`config.mk`:
```
export PLATFORM = sky130hd
export DESIGN_NAME = load_store_unit
export DESIGN_NICKNAME = d
export VERILOG_FILES = /design/src/rtl/lsu_pkg.sv /design/src/rtl/lsu_align.sv /design/src/rtl/load_store_unit.sv
export SDC_FILE = /design/constraint.sdc
export NUM_CORES = 1
export LEC_CHECK = 0
export ABC_AREA = 0
export CAP_MARGIN = 40
export CORE_MARGIN = 10
export CORE_UTILIZATION = 43
export DETAILED_ROUTE_END_ITERATION = 8
export HOLD_SLACK_MARGIN = 0.1
export PLACE_DENSITY_LB_ADDON = 0.12
export SLEW_MARGIN = 20
export SYNTH_ARGS = -nofsm -noshare
export SYNTH_HDL_FRONTEND = slang
export SYNTH_SLANG_ARGS = --single-unit
```
`constraint.sdc`:
```
create_clock -name clk -period 2.6 [get_ports clk]
set_clock_uncertainty 0.05 [all_clocks]
set_input_delay 0.26 -clock clk [delete_from_list [all_inputs] [get_ports clk]]
set_output_delay 0.26 -clock clk [all_outputs]
set_load 0.02 [all_outputs]
```
`src/rtl/lsu_pkg.sv`:
```
// Shared definitions for the load/store unit: funct3 encodings, FSM states, legality helper.
// Latency: n/a (declarations only).
// Backpressure: n/a.
package lsu_pkg;

   localparam int XLEN = 32;

   localparam logic [2:0] F3_B  = 3'b000;
   localparam logic [2:0] F3_H  = 3'b001;
   localparam logic [2:0] F3_W  = 3'b010;
   localparam logic [2:0] F3_BU = 3'b100;
   localparam logic [2:0] F3_HU = 3'b101;

   typedef enum logic {
      IDLE   = 1'b0,
      RMW_WR = 1'b1
   } state_e;

   // Stores only have signed-size encodings; loads add the two unsigned variants.
   function automatic logic f3_legal(input logic is_store, input logic [2:0] f3);
      logic ok;
      ok = (f3 == F3_B) || (f3 == F3_H) || (f3 == F3_W);
      if (!is_store) begin
         ok = ok || (f3 == F3_BU) || (f3 == F3_HU);
      end
      return ok;
   endfunction

endpackage

```
`src/rtl/lsu_align.sv`:
```
// Lane steering: extracts/extends load data and merges sub-word store data into a word.
// Latency: purely combinational.
// Backpressure: none; the caller decides when results are used.
module lsu_align
   import lsu_pkg::*;
(
   input  logic [2:0]      funct3_i,
   input  logic [1:0]      addr_lo_i,
   input  logic [XLEN-1:0] rd_word_i,
   input  logic [XLEN-1:0] wdata_i,
   output logic [XLEN-1:0] ld_data_o,
   output logic [XLEN-1:0] st_word_o
);

   logic [1:0]      lane;
   logic [4:0]      shamt;
   logic [XLEN-1:0] shifted;
   logic [XLEN-1:0] mask;

   // Lane is forced to natural alignment; misaligned requests that must fault never reach here.
   always_comb begin
      lane = addr_lo_i;
      if (funct3_i[1:0] == 2'b01) begin
         lane[0] = 1'b0;
      end else if (funct3_i[1:0] == 2'b10) begin
         lane = 2'b00;
      end
      shamt   = {lane, 3'b000};
      shifted = rd_word_i >> shamt;
   end

   // Load extraction with sign or zero extension.
   always_comb begin
      case (funct3_i)
         F3_B:    ld_data_o = {{24{shifted[7]}}, shifted[7:0]};
         F3_H:    ld_data_o = {{16{shifted[15]}}, shifted[15:0]};
         F3_BU:   ld_data_o = {24'd0, shifted[7:0]};
         F3_HU:   ld_data_o = {16'd0, shifted[15:0]};
         default: ld_data_o = rd_word_i;
      endcase
   end

   // Store merge: replace only the addressed byte/half of the current word.
   always_comb begin
      case (funct3_i[1:0])
         2'b00:   mask = 32'h0000_00FF;
         2'b01:   mask = 32'h0000_FFFF;
         default: mask = 32'hFFFF_FFFF;
      endcase
      st_word_o = (rd_word_i & ~(mask << shamt)) | ((wdata_i & mask) << shamt);
   end

endmodule

```
`src/rtl/load_store_unit.sv`:
```
// RV32I load/store initiator for a word-only data memory; SB/SH done as read-modify-write.
// Latency: loads/SW/errors respond 1 cycle after accept; SB/SH occupy 2 cycles (st_done after the write).
// Backpressure: req_ready low during the RMW write cycle; pipeline holds its request.
// Build option LSU_MISALIGN_CHK_EN: fault misaligned half/word accesses instead of force-aligning them.
module load_store_unit
   import lsu_pkg::*;
#(
   parameter int DATA_WIDTH = 32,
   parameter int ADDR_WIDTH = 32
) (
   input  logic                  clk,
   input  logic                  rst_n,
   input  logic                  req_valid,
   input  logic                  req_we,
   input  logic [2:0]            req_funct3,
   input  logic [ADDR_WIDTH-1:0] req_addr,
   input  logic [DATA_WIDTH-1:0] req_wdata,
   output logic                  req_ready,
   output logic [DATA_WIDTH-1:0] ld_data,
   output logic                  ld_valid,
   output logic                  st_done,
   output logic                  err,
   output logic                  mem_wr_en,
   output logic [ADDR_WIDTH-1:0] mem_addr,
   output logic [DATA_WIDTH-1:0] mem_wr_data,
   input  logic [DATA_WIDTH-1:0] mem_rd_data
);

   state_e                state_q, state_d;
   logic [ADDR_WIDTH-1:0] addr_q, addr_d;
   logic [DATA_WIDTH-1:0] word_q, word_d;
   logic [DATA_WIDTH-1:0] ld_data_q, ld_data_d;
   logic                  ld_valid_q, ld_valid_d;
   logic                  st_done_q, st_done_d;
   logic                  err_q, err_d;

   logic                  accept;
   logic                  misalign;
   logic                  bad;
   logic                  is_word;
   logic [DATA_WIDTH-1:0] align_ld;
   logic [DATA_WIDTH-1:0] align_st;

   lsu_align u_align (
      .funct3_i  (req_funct3),
      .addr_lo_i (req_addr[1:0]),
      .rd_word_i (mem_rd_data),
      .wdata_i   (req_wdata),
      .ld_data_o (align_ld),
      .st_word_o (align_st)
   );

   // Request decode: acceptance, legality and (optionally) alignment faults.
   always_comb begin
      accept  = req_valid && (state_q == IDLE);
      is_word = (req_funct3[1:0] == 2'b10);
`ifdef LSU_MISALIGN_CHK_EN
      misalign = ((req_funct3[1:0] == 2'b01) && req_addr[0]) ||
                 (is_word && (req_addr[1:0] != 2'b00));
`else
      misalign = 1'b0;
`endif
      bad = !f3_legal(req_we, req_funct3) || misalign;
   end

   // Next-state and next-output computation for the IDLE/RMW_WR controller.
   always_comb begin
      state_d    = state_q;
      addr_d     = addr_q;
      word_d     = word_q;
      ld_data_d  = ld_data_q;
      ld_valid_d = 1'b0;
      st_done_d  = 1'b0;
      err_d      = 1'b0;
      case (state_q)
         IDLE: begin
            if (accept) begin
               if (bad) begin
                  err_d = 1'b1;
               end else if (!req_we) begin
                  ld_data_d  = align_ld;
                  ld_valid_d = 1'b1;
               end else if (is_word) begin
                  st_done_d = 1'b1;
               end else begin
                  addr_d  = req_addr;
                  word_d  = align_st;
                  state_d = RMW_WR;
               end
            end
         end
         RMW_WR: begin
            st_done_d = 1'b1;
            state_d   = IDLE;
         end
         default: state_d = IDLE;
      endcase
   end

   // State and registered outputs; reset clears everything, which also kills an in-flight RMW write.
   always_ff @(posedge clk or negedge rst_n) begin
      if (!rst_n) begin
         state_q    <= IDLE;
         addr_q     <= '0;
         word_q     <= '0;
         ld_data_q  <= '0;
         ld_valid_q <= 1'b0;
         st_done_q  <= 1'b0;
         err_q      <= 1'b0;
      end else begin
         state_q    <= state_d;
         addr_q     <= addr_d;
         word_q     <= word_d;
         ld_data_q  <= ld_data_d;
         ld_valid_q <= ld_valid_d;
         st_done_q  <= st_done_d;
         err_q      <= err_d;
      end
   end

   // Memory port: IDLE passes the request through; RMW_WR replays the latched merged word.
   always_comb begin
      req_ready   = (state_q == IDLE);
      mem_addr    = (state_q == RMW_WR) ? addr_q : req_addr;
      mem_wr_data = (state_q == RMW_WR) ? word_q : req_wdata;
      mem_wr_en   = (state_q == RMW_WR) || (accept && req_we && !bad && is_word);
   end

   assign ld_data  = ld_data_q;
   assign ld_valid = ld_valid_q;
   assign st_done  = st_done_q;
   assign err      = err_q;

endmodule

```
==> results.toml, run 1 <==
[floorplan]
dieArea_um2 = 18380
initial_core_util_pct = 43.56
die_w_um = 135.6
rows = 42
top_level_ports = 204
core_region_area_um2 = 13190
fp.dieH_um = 135.6

[detailed_routing]
routed-via-count = 5657
wl_per_cell_um = 20.87
routed_wl_um = 20930
dr.pass1.iters = 6
drc = 0
vias_per_cell = 5.640
drtIter0Drc = 512
ant_nets = 0

[timing]
finalCritPeriodShare_pct = 95.53
fmax_ghz = 0.4026
rsz0062_at_grt = "no"
worstMarginPinSlew_ns = 0.6738
holdWs_ns = 0.3778
slew_viol_final = 0
max_slew_margin_pct = 54.99
finalHoldViolCount = 0
setup-violations-final = 0
tns_ns = 0
period_needed_ns = 2.484

[synth]
ys.flop_type = "dfrtp_1"
yosys_warnings = 0
yosysSeqAreaShare_pct = 43.55
synth-edff-count = 0
synth_area_leaders = "dfrtp_1 (44%), mux2_2 (12%), nand2_1 (9.0%)"
syn-mean-instance-area_um2 = 9.091
synth_top_area_share_pct = 43.55
ys_ff_latch = 100
syn_inst = 632
yosys.area.top_type = "dfrtp_1"
ys_types = 48
syn-cell-area_um2 = 5746
syn_nets = 735
synthArstFlopShare_pct = 100.0

[critical_path]
worst-path-buf-inv = 3
reg2regPathDepth = 5
critical_path.max_fanout = 55
crit_start = "req_funct3[1]"
cp_top_family = "buffers and inverters"
worst-setup-path-type = "input pin to output port"
critPathArrivalTime_ns = 2.17
path_common_cell = "clkdlybuf4s50_1"
r2r_start = "state_q$_DFF_PN0_"
cp_slowest_stage_delay_ns = 0.63
critPathCaptureType = "output port"
cp-start-kind = "input pin"
rrSetupSlack_ns = 0.51
critPathSlowestCell = "clkdlybuf4s50_1"
r2r_end = "word_q[22]$_DFFE_PN0P_"
worstSetupPathDepth = 5
cp.required_ns = 2.29
crit_chain = "clkdlybuf4s50_1, buf_4, nand3_1, o21ai_0, clkdlybuf4s50_1"
crit_path_end = "mem_wr_en"

[global_route]
antenna_found_initial = 0
grt_max_degree = 63
grt_pass1_wl_um = 31810
grt_pass1_vias = 5581
grt_overflow = 0
grt_use_total_pct = 21.97

[pwr]
seq_power_share_pct = 41.2
p_sw_share_pct = 31.46
vdd_drop_max_v = 0.0004070
p_sw_uw = 1562
pwr_density_cell_nw_per_um2 = 600.5
combPwrFrac_pct = 30.1
p_int_uw = 3403
leakagePower_uw = 0.003448
p_total_uw = 4965
clock_power_share_pct = 28.6

[clock_tree]
h-tree-depth = 3
clock-sinks = 100
cts_tree = "done"
post_cts_buffers = 0
clkSlewWorstSetupHoldPaths_ns = 0.07
cts-hold-fix-buffers = 1
root_buffer = "clkbuf_16"
cts-resized-gates = 0
clock_latency_ns = 0.35
cts_buffers = 9
clock_path_buffers = 2

[cells_and_area]
drive_gt1_share_pct = 15.72
nFillCells = 1103
fin_nets = 925
diodes = 0
utilization_pct = 62.68
syn_to_final_growth_pct = 43.90

[place]
gp_congestion = 0.9311
io_buffers = 203
hpwl_um = 15820

[job]
cap_viol_max_count = 0

[status]
status = "completed"

[worst_hold_path]
hp-class = "input pin to asynchronous set/reset pin"
==> Yosys cell counts, types with 10 or more instances <==
cell / instances
o21ai_0: 40
nor2_1: 58
nand2_1: 138
nand3_1: 10
a31oi_1: 27
dfrtp_1: 100
a31o_2: 15
a22oi_1: 16
a221oi_1: 16
clkbuf_1: 21
mux2_2: 63
buf_2: 16
==> cells in the final DEF (no fill, tap or decap), types with 5 or more instances in the layout <==
cell type,netlist,layout
a31o_2,15,15
o21ai_0,40,40
o31ai_1,9,9
a21oi_1,9,9
and3_1,7,7
clkdlybuf4s50_1,0,202
a221oi_1,16,16
a211oi_1,9,9
a31oi_1,27,27
nand3_1,10,10
clkbuf_16,0,9
mux2_2,63,63
buf_4,4,24
a22oi_1,16,16
nor2_1,58,58
dfrtp_1,100,99
nor2b_1,7,7
nor3b_1,9,9
nand2_1,138,138
o22ai_1,7,7
mux2i_1,7,7
nand2b_1,5,5
==> per-layer routing <==
| layer | track usage (%) | wire length [µm] | vias up |
|---|---|---|---|
| met3 | 7.122 | 1767 | 27 |
| met1 | 28.59 | 8968 | 2768 |
| met4 | 5.801 | 362 | 0 |
| met2 | 34.31 | 9835 | 230 |
| met5 | 0 | 0 | - |
| li1 | - | - | 2632 |
==> power by group through the flow <==
stage               registers [µW]  logic, µW  clock network [µW]
floorplan                     2140        649                   0
global placement              2060       1470                   0
detailed placement            2070       1500                   0
CTS                           2050       1510                1450
global route                  2080       1620                1500
finish                        2050       1500                1420
==> cells by family (layout without fill, tap and decap cells) <==
| logic type | after synthesis | in the layout | synth area share [%] |
|---|---|---|---|
| mux | 70 | 70 | 13.57 |
| simple gates | 247 | 247 | 18.66 |
| compound gates | 158 | 158 | 19.08 |
| buf+inv | 57 | 252 | 5.139 |
| flops | 100 | 100 | 43.55 |
==> cell type report <==
cell class                 count  area, µm²  share of cell area (%)
multi-input combinational    475       2948                   35.65
sequential                   100       2504                   30.28
timing repair buffer         230       2257                   27.30
clock buffer                  12      256.5                   3.102
tap                          176      220.2                   2.663
clock inverter                 4      55.05                  0.6659
inverter                       6      27.53                  0.3329
==> metrics by stage <==
step | instance area, µm² | instances | setup slack (ns)
2_1_floorplan | 5746 | 632 | 0.5134
3_3_place_gp | 7941 | 985 | 0.1503
3_5_place_dp | 7941 | 985 | -0.01792
4_1_cts | 8263 | 1002 | 0.1217
5_1_grt | 8268 | 1003 | 0.001343
6_report | 8268 | 1003 | 0.1162
==> state kept, by name, summed over array words and instances, names as in the netlist <==
register and flops:
addr_q 32, err 1, ld_valid 1, ld_data 32
state_q 1, word_q 32, st_done 1
==> worst reg2reg max path: cells and delay by family, from the launching register on <==
| family | cells | cell delay, ns |
|---|---|---|
| buffers and inverters | 1 | 0.24 |
| AO/OA/AOI/OAI | 1 | 0.28 |
| flip-flops | 1 | 0.44 |
| AND/OR/NAND/NOR | 3 | 0.95 |
==> how the worst min path moves through the flow <==
stage | start | to | cells after the start
final | rst_n | ld_data[23]$_DFFE_PN0P_ | 2
after global routing | req_addr[11] | addr_q[11]$_DFFE_PN0P_ | 3
after CTS | rst_n | ld_valid$_DFF_PN0_ | 2
after detailed placement | rst_n | ld_valid$_DFF_PN0_ | 1
after global placement | rst_n | ld_valid$_DFF_PN0_ | 1
after floorplan | rst_n | addr_q[0]$_DFFE_PN0P_ | 0
No activity file was read; power rests on OpenSTA's default activity.
==> run 2, diff against run 1 <==
--- a/config.mk
+++ b/config.mk
@@ -7,7 +7,7 @@
 export LEC_CHECK = 0
 export ABC_AREA = 0
 export CAP_MARGIN = 40
-export CORE_MARGIN = 10
+export CORE_MARGIN = 2
 export CORE_UTILIZATION = 43
 export DETAILED_ROUTE_END_ITERATION = 8
 export HOLD_SLACK_MARGIN = 0.1
==> run 2 against run 1 <==
Via count shrank 0.12%. Final cell count is the same. Sequential power is essentially flat. Sequential cell count is the same. Critical path type is now flop to output port.
==> results.toml, run 2 (synthesis gave the netlist of run 1 again) <==
[timing]
max_slew_margin_pct = 41.39
finalHoldViolCount = 0
slew_viol_final = 0
rsz0062_at_grt = "no"
tns_ns = 0
finalCritPeriodShare_pct = 91.79
setup-violations-final = 0
period_needed_ns = 2.386
worstMarginPinSlew_ns = 0.8717
fmax_ghz = 0.4190

[floorplan]
fp.dieH_um = 119.6
core_region_area_um2 = 13140
dieArea_um2 = 14300
rows = 42
die_w_um = 119.6
top_level_ports = 204
initial_core_util_pct = 43.73

[cells_and_area]
syn_to_final_growth_pct = 43.79
diodes = 0
fin_nets = 925
drive_gt1_share_pct = 15.72
mostFrequentLayoutCell = "clkdlybuf4s50_1"
nFillCells = 1104
final_cell_mix = "clkdlybuf4s50_1 (202), nand2_1 (138), dfrtp_1 (99)"
utilization_pct = 62.89

[place]
gp_congestion = 0.9275
hpwl_um = 14180
io_buffers = 203

[critical_path]
r2r_end = "word_q[29]$_DFFE_PN0P_"
rrSetupSlack_ns = 0.43
cp.required_ns = 2.29
worst-setup-path-type = "flop to output port"
crit_start = "state_q$_DFF_PN0_"
critical_path.max_fanout = 48
reg2regPathDepth = 5
r2r_start = "state_q$_DFF_PN0_"
critPathCaptureType = "output port"
critPathArrivalTime_ns = 2.08
cp-start-kind = "flop"

[clock_tree]
clock_path_buffers = 2
clock_latency_ns = 0.35
post_cts_buffers = 0
root_buffer = "clkbuf_16"
clock-sinks = 100
cts_tree = "done"
h-tree-depth = 3
cts_buffers = 9
clkSlewWorstSetupHoldPaths_ns = 0.07

[global_route]
grt_pass1_vias = 5614
antenna_found_initial = 0
grt_pass1_wl_um = 30060
grt_overflow = 0
grt_use_total_pct = 26.73
grt_max_degree = 62

[worst_hold_path]
hp-class = "input pin to asynchronous set/reset pin"

[detailed_routing]
routed_wl_um = 19030
drc = 0
ant_nets = 0
drtIter0Drc = 566
vias_per_cell = 5.633
wl_per_cell_um = 18.97
routed-via-count = 5650
dr.pass1.iters = 5

[pwr]
pwr_density_cell_nw_per_um2 = 579.2
leakagePower_uw = 0.003440
vdd_drop_max_v = 0.0003152

[job]
cap_viol_max_count = 0

[status]
status = "completed"
run 2: layer usage:
metal,vias up,routed length [µm],track usage (%)
met5,-,0,0
met4,0,442,9.706
met3,32,1440,4.183
met2,285,8837,42.86
met1,2698,8308,36.75
li1,2635,-,-
run 2: worst max-delay path by stage:
stage                         endpoint  slack, ns  cells after the start
6_report               mem_wr_data[13]       0.21                      3
5_1_grt                      mem_wr_en       0.13                      5
4_1_cts                mem_wr_data[17]       0.21                      3
3_5_place_dp   ld_data[31]$_DFFE_PN0P_       0.11                      6
3_3_place_gp    word_q[19]$_DFFE_PN0P_       0.23                      6
2_1_floorplan                mem_wr_en       0.51                      7
run 2: worst max-delay path: stages (launching register included):
cell and delay, ns:
dfrtp_2 0.48, buf_12 0.28, mux2_2 0.40, clkdlybuf4s50_1 0.54
run 2: layout make-up:
class	count	area [µm²]	share of cell area (%)
multi-input combinational	475	2948	35.68
clock buffer	10	229.0	2.771
timing repair buffer	230	2295	27.78
clock inverter	6	38.79	0.4695
sequential	100	2504	30.30
tap	176	220.2	2.665
inverter	6	27.53	0.3332
run 2: through the flow:
stage          total power, µW  setup WS (ns)  std cells  cell area, µm²  hold WS (ns)
6_report                  4785         0.2135       1003            8262        0.2499
2_1_floorplan             2791         0.5134        632            5746      -0.08559
4_1_cts                   4808         0.2144       1002            8257        0.2485
5_1_grt                   5034         0.1282       1003            8262        0.2750
3_5_place_dp              3561         0.1060        985            7979       0.08196
3_3_place_gp              3520         0.2261        985            7979       0.07623
run 2: repair_timing:
item                      in CTS  in global routing
hold buffers                   1                  0
resized for setup              0                  0
hold endpoints to repair     100                  0
run 2: where the power goes:
part,internal (µW),switching [µW]
clock,648,596
sequential,1860,184
combinational,739,754
